**config.mk**
```make
export PLATFORM = sky130hd
export DESIGN_NAME = irq_pend
export DESIGN_NICKNAME = d
export VERILOG_FILES = /design/src/rtl/irq_pend.sv
export SDC_FILE = /design/constraint.sdc
export NUM_CORES = 1
export LEC_CHECK = 0
export CORE_UTILIZATION = 38
export DETAILED_ROUTE_END_ITERATION = 12
export PLACE_DENSITY = 0.78
export SLEW_MARGIN = 0
export SYNTH_ARGS = -nofsm -noshare
export SYNTH_HDL_FRONTEND = slang
export SYNTH_SLANG_ARGS = --single-unit
```
**constraint.sdc**
```tcl
create_clock -name clk -period 0.9 [get_ports clk]
set_clock_uncertainty 0.15 [all_clocks]
set_input_delay 0.135 -clock clk [delete_from_list [all_inputs] [get_ports clk]]
set_output_delay 0.135 -clock clk [all_outputs]
set_load 0.005 [all_outputs]
```
**src/rtl/irq_pend.sv**
```systemverilog
// Interrupt front end: synchronises raw irq lines, detects edge/level events, and
// strobes pend_set once per event until the vector is taken. Option: IRQ_PEND_OVR_CNT_EN.
module irq_pend #(
   parameter int VecSize    = 8,
   parameter int SyncStages = 2,
   parameter int OvrWidth   = 4
) (
   input  logic                        clk,
   input  logic                        reset,
   input  logic [VecSize-1:0]          irq_in,
   input  logic [VecSize-1:0]          cfg_en,
   input  logic [VecSize-1:0]          cfg_edge,
   input  logic [VecSize-1:0]          taken,
   output logic [VecSize-1:0]          pend_set,
`ifdef IRQ_PEND_OVR_CNT_EN
   output logic [VecSize-1:0]          busy,
   output logic [VecSize*OvrWidth-1:0] ovr_cnt,
   input  logic [VecSize-1:0]          ovr_clr
`else
   output logic [VecSize-1:0]          busy
`endif
);

   typedef enum logic {
      ST_IDLE = 1'b0,
      ST_WAIT = 1'b1
   } state_t;

   if (SyncStages < 2 || OvrWidth < 1) begin : g_bad_param
      $error("irq_pend: SyncStages must be >= 2 and OvrWidth >= 1");
   end

   logic [VecSize-1:0] r_sync [SyncStages];
   logic [VecSize-1:0] r_prev;
   logic [VecSize-1:0] w_s;
   logic [VecSize-1:0] w_event;
   logic [VecSize-1:0] w_wait;
   state_t             r_state [VecSize];
   logic [VecSize-1:0] r_pend;
   logic [VecSize-1:0] r_busy;

   // Synchroniser chain plus one-cycle history of the synchronised line
   always_ff @(posedge clk or negedge reset) begin
      if (!reset) begin
         for (int k = 0; k < SyncStages; k++) begin
            r_sync[k] <= '0;
         end
         r_prev <= '0;
      end else begin
         r_sync[0] <= irq_in;
         for (int k = 1; k < SyncStages; k++) begin
            r_sync[k] <= r_sync[k-1];
         end
         r_prev <= r_sync[SyncStages-1];
      end
   end

   assign w_s     = r_sync[SyncStages-1];
   assign w_event = (cfg_edge & w_s & ~r_prev) | (~cfg_edge & w_s);

   always_comb begin
      w_wait = '0;
      for (int i = 0; i < VecSize; i++) begin
         w_wait[i] = (r_state[i] == ST_WAIT);
      end
   end

   // Per-source pend FSM; a taken that coincides with a fresh event re-pends in place
   always_ff @(posedge clk or negedge reset) begin
      if (!reset) begin
         for (int i = 0; i < VecSize; i++) begin
            r_state[i] <= ST_IDLE;
         end
         r_pend <= '0;
         r_busy <= '0;
      end else begin
         for (int i = 0; i < VecSize; i++) begin
            r_pend[i] <= 1'b0;
            case (r_state[i])
               ST_IDLE: begin
                  if (cfg_en[i] && w_event[i]) begin
                     r_state[i] <= ST_WAIT;
                     r_pend[i]  <= 1'b1;
                     r_busy[i]  <= 1'b1;
                  end else begin
                     r_busy[i]  <= 1'b0;
                  end
               end
               ST_WAIT: begin
                  if (!cfg_en[i]) begin
                     r_state[i] <= ST_IDLE;
                     r_busy[i]  <= 1'b0;
                  end else if (taken[i]) begin
                     if (w_event[i]) begin
                        r_pend[i] <= 1'b1;
                        r_busy[i] <= 1'b1;
                     end else begin
                        r_state[i] <= ST_IDLE;
                        r_busy[i]  <= 1'b0;
                     end
                  end else begin
                     r_busy[i] <= 1'b1;
                  end
               end
               default: begin
                  r_state[i] <= ST_IDLE;
                  r_busy[i]  <= 1'b0;
               end
            endcase
         end
      end
   end

   assign pend_set = r_pend;
   assign busy     = r_busy;

`ifdef IRQ_PEND_OVR_CNT_EN
   function automatic logic [OvrWidth-1:0] sat_inc(input logic [OvrWidth-1:0] v);
      if (v == {OvrWidth{1'b1}}) begin
         return v;
      end
      return v + 1'b1;
   endfunction

   logic [OvrWidth-1:0] r_ovr [VecSize];
   logic [VecSize-1:0]  w_ovr_inc;

   // Only a genuine new edge while still pended counts as lost
   assign w_ovr_inc = w_wait & cfg_en & cfg_edge & w_event & ~taken;

   always_ff @(posedge clk or negedge reset) begin
      if (!reset) begin
         for (int i = 0; i < VecSize; i++) begin
            r_ovr[i] <= '0;
         end
      end else begin
         for (int i = 0; i < VecSize; i++) begin
            if (ovr_clr[i]) begin
               r_ovr[i] <= '0;
            end else if (w_ovr_inc[i]) begin
               r_ovr[i] <= sat_inc(r_ovr[i]);
            end
         end
      end
   end

   for (genvar g = 0; g < VecSize; g++) begin : g_ovr_out
      assign ovr_cnt[g*OvrWidth +: OvrWidth] = r_ovr[g];
   end
`else
   logic w_unused;
   assign w_unused = ^w_wait;
`endif

endmodule

```
==> results.md <==
* Clock power frac at 25.8%
* Yosys warns at 0
* Root Buffer Master: clkbuf_4
* Clk slew on worst S/H paths at between 0.1 and 0.15 ns
* Hold Path End: r_sync[11]$_DFF_PN0_
* Min-delay worst type: input pin to flop
* Pwr dens at 1620 nW/um^2
* Seq cells post-synth at 40
* First-pass GRT wire length at 3394 um
* Slew @ Worst Pin at 0.2068 ns
* Endpoint of the worst-slack reg-to-reg timing path: pend_set[3]$_DFF_PN0_
* Hold Fails Final Rpt at 0
* Worst path cell trace: buf_2
* Startpoint Class: flop
* Fin. max-slew vios at 0
* Initial antenna violation count at 0
* Worst Slack Setup Final at -0.2472 ns
* Crit path max-delay family: flip-flops
* Crit path DAT at 0.86 ns
* Setup violations, final at 32
* Peak Freq at just under 900 MHz
* Hold Path Depth at 1
* Placed Area at between 1500 and 2000 um^2
* Worst Hold Launch: irq_in[3]
* Crit-path max FO at 2
* Net Count, Synth at ~110
* Die X at 61.19 um
* Syn-to-layout area delta at 44.45%
* Share of cells above drive strength 1 at 33.82%
* CTS buffer count at 5
* Seq. cell area at roughly 1000 um^2
* Chip Height at 61.19 um
* Mapped Area at 1331 um^2
* Tmin final at 1.147 ns
* Via/cell ratio at approximately 4.5
* Reg2reg start: busy[3]$_DFF_PN0_
* I/O pin cnt at 50
* H-tree levels at 2
* Ranking of synthesized cells by area: dfrtp_1 75%, nor2b_4 8.3%, a21boi_2 6.8%
* DP Worst Slack at -0.2701 ns
* Post-synth cell types at 5
* Rows at 21
* Worst rel slew slack at between 80% and 90%
* Routed WL per cell at 11.79 um
* Period utilization at 127.5%
* Worst reg2reg setup slack at -0.15 ns
* Diode count at 0
* Final RePlAce weighted congestion at 0.6156
* RSZ-0062 raised after global routing: true
* Post-Layout Inst Area at 1923 um^2
* Register area share after synthesis at about three quarters
* Net Sw Power at ~680 uW
* Tot GR Track Use at around 14%
* CTS Sinks at 40
* WL final at 2146 um
* Multi-input logic area at 330.3 um^2
* Area leader, netlist: dfrtp_1
* IO buf count at 49
* Final HPWL DP at ~1600 um
* Final nets at 170
* CP required at 0.61 ns
* Vias in the first global route at 860
* Mean Syn Cell Area at 18.49 um^2
* Grt ovf at 0
* Final Instance Count excl. Fillers at 182
* DRC errors left at 0
* Clk buf depth at 2
* Largest net degree at the start of global routing at 41
* # fillers at 284
* Failing checks: negative setup slack
* Worst path depth at 1
* Sequential power share at approximately three fifths
* Placed insts at 169
* Leak at approximately 0.9 nW
* Fin Hold WS at approximately 0.07 ns
* Run status: finished, violations left
* Internal at about 2.4 mW
* Crit path kind: flop to output pin
* Post-Syn Instances at 72
* Initial DRC count at 24
* Full die area at 3744 um^2
* Slowest stage delay, CP at 0.40 ns
* MaxCap Viol Count at 0
* Slowest CP cell: dfrtp_1
* WP buf/inv at 1
* Critical Path End Type: output pin
* Sw Ratio at 21.73%
* CTS tree: done
* Top cell type's share of synthesized area at 75.19%
* DR vias at 811
* DRT antenna net count at 0
* FF-to-FF path depth at 3
* Drt first pass iters at 3
* Starting Density at around two fifths
* Core area at 3337 um^2
* Worst-Skew Late Latency at 0.34 ns
* Max rail drop VDD at 1083 uV
* Comb power frac at 12.2%
## registers in the layout, indices dropped and copies added (netlist names)
signal	count
r_prev	8
w_s	8
r_state	1
r_sync	8
pend_set	8
busy	7
## synth_stat cells
cell and number:
dfrtp_1 40, and3b_1 8, o21a_1 8, a21boi_2 8
nor2b_4 8
## how the worst max path moves through the flow
stage | startpoint | end
finish | busy[1]$_DFF_PN0_ | busy[1]
floorplan | busy[0]$_DFF_PN0_ | busy[0]$_DFF_PN0_
global route | busy[3]$_DFF_PN0_ | busy[3]
global placement | taken[3] | pend_set[3]$_DFF_PN0_
CTS | busy[3]$_DFF_PN0_ | busy[3]
detailed placement | taken[1] | pend_set[1]$_DFF_PN0_
## cell families (layout without fill, tap and decap cells)
family / after synthesis / count (layout) / share of synthesized area (%)
AO/OA/AOI/OAI: 16 / 16 / 11.28
buffers and inverters: 0 / 64 / 0
flip-flops: 40 / 40 / 75.19
AND/OR/NAND/NOR: 16 / 16 / 13.53
## placed cells by master, fill, tap and decap left out
cell type and n:
buf_2 17, clkdlybuf4s50_1 32, buf_4 4, clkinv_2 1
buf_12 1, and3b_1 8, nor2b_4 8, dlygate4sd3_1 1
a21boi_2 8, clkbuf_1 1, o21a_1 8, dfrtp_1 40
buf_6 2, clkbuf_4 5
## through the flow
stage	total power, mW	TNS, ns	utilization [%]
after detailed placement	2.373	-7.061	56.99
after floorplan	2.059	-0.2469	-
final	3.116	-5.089	57.63
after CTS	3.172	-5.420	57.29
after global placement	2.354	-6.719	56.99
after global routing	3.279	-6.529	57.63
## power by group through the flow
| stage | combinational (mW) | sequential (mW) | clock (mW) |
|---|---|---|---|
| floorplan | 0.0940 | 1.97 | 0 |
| global placement | 0.392 | 1.96 | 0 |
| detailed placement | 0.404 | 1.97 | 0 |
| CTS | 0.385 | 1.93 | 0.857 |
| global route | 0.417 | 1.94 | 0.920 |
| finish | 0.382 | 1.93 | 0.805 |
## metal layers
layer	vias up	track usage [%]	wire length, um
met5	-	0	0
met4	0	9.740	53
met3	5	5.462	197
met2	39	25.16	1175
met1	394	11.68	720
li1	373	-	-
## what timing repair did
action	in CTS	in global routing
gates resized for setup	64	1
endpoints found under the hold margin	40	0
setup endpoints to repair	32	32
pin swaps	3	1
hold buffers	1	0
setup buffers	4	1
## area by class of cell
cell class | count | share of cell area, %
Sequential cell | 40 | 52.05
Clock buffer | 6 | 2.147
Timing Repair Buffer | 57 | 25.37
Multi-Input combinational cell | 32 | 17.18
Clock inverter | 1 | 0.2602
Tap cell | 46 | 2.993
No activity file was read; power rests on OpenSTA's default activity.
